File: src/rtl/fetch_pkg.sv
// rtl/fetch_pkg.sv - shared types and constants for the instruction fetch unit
//
// Purpose: common widths, the default reset PC, the canonical NOP encoding and
// the {pc, inst} entry type carried through the prefetch queue.
package fetch_pkg;

  localparam int          XLEN             = 32;
  localparam logic [31:0] INST_NOP         = 32'h0000_0013;
  localparam logic [31:0] DEFAULT_RESET_PC = 32'h0000_0000;

  typedef struct packed {
    logic [XLEN-1:0] pc;
    logic [XLEN-1:0] inst;
  } fetch_entry_t;

endpackage

File: src/rtl/fetch_fifo.sv
// rtl/fetch_fifo.sv - prefetch queue holding fetched {pc, inst} entries
//
// Purpose: DEPTH-entry synchronous FIFO with a flush that empties it in one edge.
// Ports:
//   clk, rst      clock, asynchronous active-high reset
//   push, wdata   write wdata at the tail
//   pop           drop the head entry
//   flush         empty the queue; overrides push and pop
//   count         occupancy, 0..DEPTH
//   full, empty   occupancy flags
//   head          entry at the read pointer (undefined contents when empty)
module fetch_fifo
  import fetch_pkg::*;
#(
  parameter int DEPTH = 2
) (
  input  logic                   clk,
  input  logic                   rst,
  input  logic                   push,
  input  logic                   pop,
  input  logic                   flush,
  input  fetch_entry_t           wdata,
  output logic [$clog2(DEPTH):0] count,
  output logic                   full,
  output logic                   empty,
  output fetch_entry_t           head
);

  localparam int PTR_W = $clog2(DEPTH);
  localparam int CNT_W = PTR_W + 1;

  fetch_entry_t     mem [DEPTH];
  logic [PTR_W-1:0] wptr;
  logic [PTR_W-1:0] rptr;

  // DEPTH is a power of two, so pointers wrap by natural overflow.
  always_ff @(posedge clk or posedge rst) begin
    if (rst) begin
      wptr  <= '0;
      rptr  <= '0;
      count <= '0;
    end else if (flush) begin
      wptr  <= '0;
      rptr  <= '0;
      count <= '0;
    end else begin
      if (push) wptr <= wptr + PTR_W'(1);
      if (pop)  rptr <= rptr + PTR_W'(1);
      case ({push, pop})
        2'b10:   count <= count + CNT_W'(1);
        2'b01:   count <= count - CNT_W'(1);
        default: count <= count;
      endcase
    end
  end

  // Storage needs no reset: the caller masks head whenever the queue is empty.
  always_ff @(posedge clk) begin
    if (push && !flush) mem[wptr] <= wdata;
  end

  assign head  = mem[rptr];
  assign full  = (count == CNT_W'(DEPTH));
  assign empty = (count == '0);

endmodule

File: src/rtl/inst_fetch_unit.sv
// rtl/inst_fetch_unit.sv - PC sequencing, imem request and prefetch queue front end
//
// Purpose: holds the fetch PC, presents its word index to instruction memory,
// queues the returned instruction with its PC and hands entries to decode.
// Ports:
//   clk, rst                    clock, asynchronous active-high reset
//   imem_addr / imem_inst       word index out, combinational instruction back
//   redirect_valid/redirect_pc  execute-side PC change; flushes the queue
//   out_valid/out_ready         decode handshake on the queue head
//   out_inst/out_pc             head entry, forced to 0 while the queue is empty
module inst_fetch_unit
  import fetch_pkg::*;
#(
  parameter logic [31:0] RESET_PC   = DEFAULT_RESET_PC,
  parameter int          FIFO_DEPTH = 2
) (
  input  logic            clk,
  input  logic            rst,
  output logic [XLEN-1:0] imem_addr,
  input  logic [XLEN-1:0] imem_inst,
  input  logic            redirect_valid,
  input  logic [XLEN-1:0] redirect_pc,
  output logic            out_valid,
  input  logic            out_ready,
  output logic [XLEN-1:0] out_inst,
  output logic [XLEN-1:0] out_pc
);

  logic [XLEN-1:0]              fetch_pc;
  logic                         push;
  logic                         pop;
  logic [$clog2(FIFO_DEPTH):0]  fifo_count;
  logic                         fifo_full;
  logic                         fifo_empty;
  fetch_entry_t                 fifo_head;
  fetch_entry_t                 fetch_entry;

  assign pop  = out_valid & out_ready;
  // A pop frees a slot in the same edge, so a full queue still streams.
  assign push = !redirect_valid & (!fifo_full | pop);

  assign imem_addr   = fetch_pc >> 2;
  assign fetch_entry = '{pc: fetch_pc, inst: imem_inst};

  // Word alignment is enforced by masking rather than slicing so every
  // redirect bit is consumed.
  always_ff @(posedge clk or posedge rst) begin
    if (rst) begin
      fetch_pc <= RESET_PC & ~32'h3;
    end else if (redirect_valid) begin
      fetch_pc <= redirect_pc & ~32'h3;
    end else if (push) begin
      fetch_pc <= fetch_pc + 32'd4;
    end
  end

  fetch_fifo #(
    .DEPTH (FIFO_DEPTH)
  ) u_fifo (
    .clk   (clk),
    .rst   (rst),
    .push  (push),
    .pop   (pop),
    .flush (redirect_valid),
    .wdata (fetch_entry),
    .count (fifo_count),
    .full  (fifo_full),
    .empty (fifo_empty),
    .head  (fifo_head)
  );

  assign out_valid = (fifo_count != '0);
  assign out_inst  = fifo_empty ? '0 : fifo_head.inst;
  assign out_pc    = fifo_empty ? '0 : fifo_head.pc;

endmodule
File: config.mk
export PLATFORM = sky130hd
export DESIGN_NAME = inst_fetch_unit
export DESIGN_NICKNAME = d
export VERILOG_FILES = /design/src/rtl/fetch_pkg.sv /design/src/rtl/fetch_fifo.sv /design/src/rtl/inst_fetch_unit.sv
export SDC_FILE = /design/constraint.sdc
export NUM_CORES = 1
export LEC_CHECK = 0
export CAP_MARGIN = 5
export CORE_UTILIZATION = 53
export DETAILED_ROUTE_END_ITERATION = 8
export GPL_TIMING_DRIVEN = 0
export MAX_ROUTING_LAYER = met4
export PLACE_DENSITY = 0.9
export SLEW_MARGIN = 25
export SYNTH_ARGS = -nofsm -noshare
export SYNTH_HDL_FRONTEND = slang
export SYNTH_SLANG_ARGS = --single-unit
File: constraint.sdc
create_clock -name clk -period 8.9 [get_ports clk]
set_input_delay 1.78 -clock clk [delete_from_list [all_inputs] [get_ports clk]]
set_output_delay 1.78 -clock clk [all_outputs]
set_load 0.01 [all_outputs]
* After elaboration in Yosys (flattened, before gate mapping) *
Memory sizes are Yosys's and may differ from the RTL's.
Cells that the tools add are included.
Widths: inputs -> output; s select.

cells by class
  $add $sub $neg = 5
  equality and inequality tests = 3
  mux-type cells = 12
  bitwise logic cells = 3
  reduce and logical (&&, ||, !) cells = 8

operator list
  kind                   count
  $mux 32                4
  $add 32x3->32 const B  1
  $mux 1                 6
  $reduce_bool 2->1      3
  $eq 2x2->1 const B     2
  $pmux 2 s2             1
  $reduce_bool 3->1      1
  $add 1x1->1 const B    2
  $add 2x1->2 const B    1
  $and 1x1->1            2
  $eq 2x1->1 const B     1
  $logic_not 1->1        2
  $logic_not 2->1        1
  $mux 2                 1
  $sub 2x1->2 const B    1
  $logic_and 1x1->1      1
  $or 1x1->1             1

word-level totals
  flip-flop bits (word level) = 36
  RAM bits = 128
  output and inout bits = 97
  memories = 1

memories
  memory      depth  width  read ports  clocked after memory_dff  wr ports  RTL line          RTL
  u_fifo.mem  2      64     1           0                         1         fetch_fifo.sv:32  fetch_entry_t mem [DEPTH];

* Logic depth before layout (Yosys ltp) *
  depth in word-level cells = 7
  depth in mapped cells = 7
  depth with buffers taken out = 5

* Hierarchy *
A second synthesis with hierarchy kept.

second synthesis, totals
  cells, all modules = 529
  area total of the unflattened synthesis = 7474.7 um2

modules (own cells, without submodules)
  module           times used  cells an instance  area an instance (um2)  seq. area each (um2)
  fetch_fifo       1           221                5042.3                  3943.8
  inst_fetch_unit  1           308                2432.3                  750.7

* Worst setup path before layout *
No wires, ideal clock.

  path kind = input-to-reg
  start = input redirect_valid
  end = memory u_fifo.mem[0][0] (netlist bit), enable pin
  library setup time = 558 ps
  arrival time = 6465 ps
  path slack = 1877 ps
  cell stages on the path = 3
  path buffers = 2
  cell sequence = clkbuf_1 -> clkbuf_1 -> nor3_1

on the way
  longest elaborated chain between the ends = 5

RTL lines
  item                              RTL line                                 RTL
  start, declared                   inst_fetch_unit.sv:21                    input logic redirect_valid,
  $logic_not 1->1 (*)               fetch_fifo.sv:59, inst_fetch_unit.sv:40
  $and 1x1->1                       inst_fetch_unit.sv:40                    assign push = !redirect_valid & (!fifo_full | pop);
  $logic_and 1x1->1 (*)             fetch_fifo.sv:59                         if (push && !flush) mem[wptr] <= wdata;
  $mux 1 (*)                        fetch_fifo.sv:59
  $mux 1 (implied by the code) (*)  fetch_fifo.sv:59
  end, declared                     fetch_fifo.sv:32

Every way passes the cells marked *; elsewhere a longest branch is shown, timed or not.

* Worst setup path in the final report *
  start = register u_fifo.rptr
  end = output out_pc[14]

on the way
  longest elaborated chain between the ends = 2

RTL lines
  item                    RTL line               RTL
  start, declared         fetch_fifo.sv:34       logic [PTR_W-1:0] rptr;
  start signal, assigned  fetch_fifo.sv:48       if (pop) rptr <= rptr + PTR_W'(1);
  $mem_v2 2x64            n/a
  $mux 32                 inst_fetch_unit.sv:74  assign out_pc = fifo_empty ? '0 : fifo_head.pc;
  end, declared           inst_fetch_unit.sv:26  output logic [XLEN-1:0] out_pc

No other way between the ends.

==> qor.yml <==
placed_design:
  hpwl_um: 10800
  post-place-ws_ns: 4.30
  routabilityCongestion: 0.906
  io_buffer_count: 158
floorplanning:
  initial_core_util_pct: 54.6
  die_area_um2: 12900
  die_y_um: 113
  coreArea_um2: 12100
  ios: 165
  fp.dieW_um: 113
  rows: 40
critical_path:
  cpLargestDelayFamily: "buffers and inverters"
  path_common_cell: "clkbuf_1"
  cp.depth: 5
  cp.arrival_ns: 2.77
  timing_worst_setup_path_type: "reg2out"
  path_buf_inv: 3
  max_stage_delay_ns: 0.64
  critPathCaptureType: "primary output"
  cpMaxStageDelayCell: "clkbuf_1"
  startpoint_type: "register"
  cp_cell_sequence: "clkbuf_1 -> clkbuf_1 -> mux2i_1 -> nor2_1 -> clkdlybuf4s50_1"
  path_max_fanout: 10
  required_ns: 7.12
  worst-r2r-cell-count: 6
status:
  outcome: "completed"
timing:
  finalHoldViolCount: 0
  period_needed_ns: 4.55
  tightest_slew_ns: 0.881
  finalCritPeriodShare_pct: 51.1
  setup_viol: 0
  setup_ws_ns: 4.35
  rsz0062_at_grt: "no"
  slew_viol_final: 0
  fin_setup_tns_ns: 0
  fmax_ghz: 0.220
  skew_ns: 0.0101
  relSlewSlack_pct: 40.7
cts:
  clkSlewWorstSetupHoldPaths_ns: 0.06
  htree_levels: 4
  cts_resized: 0
  clock_latency_ns: 0.41
  clk_path_buf_depth: 2
  numCtsBuffers: 17
  clock_sinks: 158
  cts_tree: "done"
  cts_root_buf: "clkbuf_16"
  post_cts_buffers: 0
  ctsHoldBuffers: 0
layout:
  drive_gt1_share_pct: 7.25
  nets: 746
  fin_util_pct: 75.1
  antenna_cells: 0
  syn_to_final_growth_pct: 37.6
power:
  power_density_nw_per_um2: 218
  vdd_drop_max_mv: 0.132
  leakagePower_nw: 3.18
synthesis:
  synth-async-reset-ratio_pct: 21.5
  ys_warn_count: 0
  synthFlopType: "edfxtp_1"
  synthTopCellsByArea: "edfxtp_1 57%, dfrtp_1 13%, mux2i_1 9.6%"
  netlist.area_leader.share_pct: 56.6
  syn_area_um2: 6580
  synth_edf_count: 124
  ys_types: 36
  ys_seq_area_share_pct: 69.5
  synthCells: 489
  synth_top_area_cell: "edfxtp_1"
  ys_ff_latch: 158
  syn_avg_cell_area_um2: 13.5
grt:
  first_global_vias: 4640
  gr-usage-met3_pct: 6.54
  grt_remaining_overflow: 0
  grt_use_met1_pct: 31.6
  grt_max_degree: 35
  grt_use_met2_pct: 41.1
  antenna_found_initial: 0
  grt_usage_pct: 26.0
  gr-max-usage-layer: "met2"
  grt_pass1_wl_um: 24200
drt:
  vias: 4800
  ant_nets: 0
  vias_per_cell: 5.59
  first_iter_violations: 471
  wl_per_cell_um: 18.3
  drt_wl_total_um: 15700
  drc: 0
  drtPass1Iterations: 5
worst_hold_path:
  hp-class: "reg2reg"
  whs_path_depth: 0
job:
  max_cap_viol_count: 0
kinds of logic (layout without fill, tap and decap cells):
family	Yosys count	after routing	synth area share [%]
AND/OR/NAND/NOR	169	169	12.1
flip-flops	158	158	69.5
multiplexers	63	63	9.58
AO/OA/AOI/OAI	46	46	4.43
buffers and inverters	39	237	2.53
XOR/XNOR	12	12	1.60
adder cells (fa/ha/maj)	1	1	0.190
other	1	4	0.0570
cell usage in the layout, fill, tap and decap left out, types with 14 or more instances in the layout:
cell type and n:
edfxtp_1 124, clkbuf_1 26, clkdlybuf4s50_1 158, o21ai_0 15, dfrtp_1 34, a31oi_1 14, or4_1 14, mux2i_1 63
nor2_1 83, nand3_1 14, nand2_1 28, clkbuf_16 19
area by class of cell:
type,count,area (µm²)
Fill cell,740,3000
Tap cell,168,210
Buffer,32,140
Inverter,7,26.3
Timing Repair Buffer,166,1660
Multi-Input combinational cell,295,1860
Sequential cell,158,4570
Clock buffer,25,518
Clock inverter,7,70.1
path summary, 6_finish.rpt:
check / start / endpoint / slack [ns]
max in group asynchronous: rst / fetch_pc[27]$_DFFE_PP0P_ / 6.61
worst max-delay path: u_fifo.rptr$_DFFE_PP0P_ / out_pc[14] / 4.35
worst min register to register: fetch_pc[10]$_DFFE_PP0P_ / u_fifo.mem[0][42]$_DFFE_PP_ / 0.58
worst max register to register: fetch_pc[2]$_DFFE_PP0P_ / fetch_pc[30]$_DFFE_PP0P_ / 6.50
min in group asynchronous: rst / fetch_pc[6]$_DFFE_PP0P_ / 1.81
worst min-delay path: fetch_pc[10]$_DFFE_PP0P_ / u_fifo.mem[0][42]$_DFFE_PP_ / 0.58
report_power, final:
part | switching [mW] | internal, mW | leakage (nW)
combinational | 0.172 | 0.180 | 1.33
sequential | 0.0429 | 0.865 | 1.56
clock | 0.279 | 0.435 | 0.289
through the flow:
step	power [mW]	instances	area [µm²]	hold WS [ns]
2_1_floorplan	1.08	492	6600	0.525
4_1_cts	1.98	858	9060	0.592
3_3_place_gp	1.25	818	8390	0.543
3_5_place_dp	1.27	826	8470	0.577
5_1_grt	2.04	858	9060	0.605
6_report	1.97	858	9060	0.584
Yosys cell counts, drive strengths merged, types with 2 or more instances:
master / count
a211o: 2
a21oi: 2
a31oi: 14
and3: 4
buf: 10
clkbuf: 22
dfrtp: 34
edfxtp: 124
inv: 6
mux2i: 63
nand2: 28
nand3: 14
nand4: 9
nor2: 83
nor3: 4
nor4: 2
nor4b: 3
o211ai: 2
o21ai: 15
o31ai: 9
or3: 4
or4: 14
xnor2: 9
xor2: 3
registers in the layout, summed over array words and instances, names as in the netlist:
signal,cells
u_fifo.rptr,1
u_fifo.mem,124
u_fifo.wptr,1
fetch_pc,30
u_fifo.count,2
routing by layer:
layer | vias up | wire (µm) | share of wire (%)
li1 | 2180 | - | -
met1 | 2317 | 6290 | 40
met2 | 260 | 7830 | 50
met3 | 43 | 1070 | 6.8
met4 | 0 | 528 | 3.4
met5 | - | 0 | 0
Note: power is estimated with default switching activity, not from simulation.
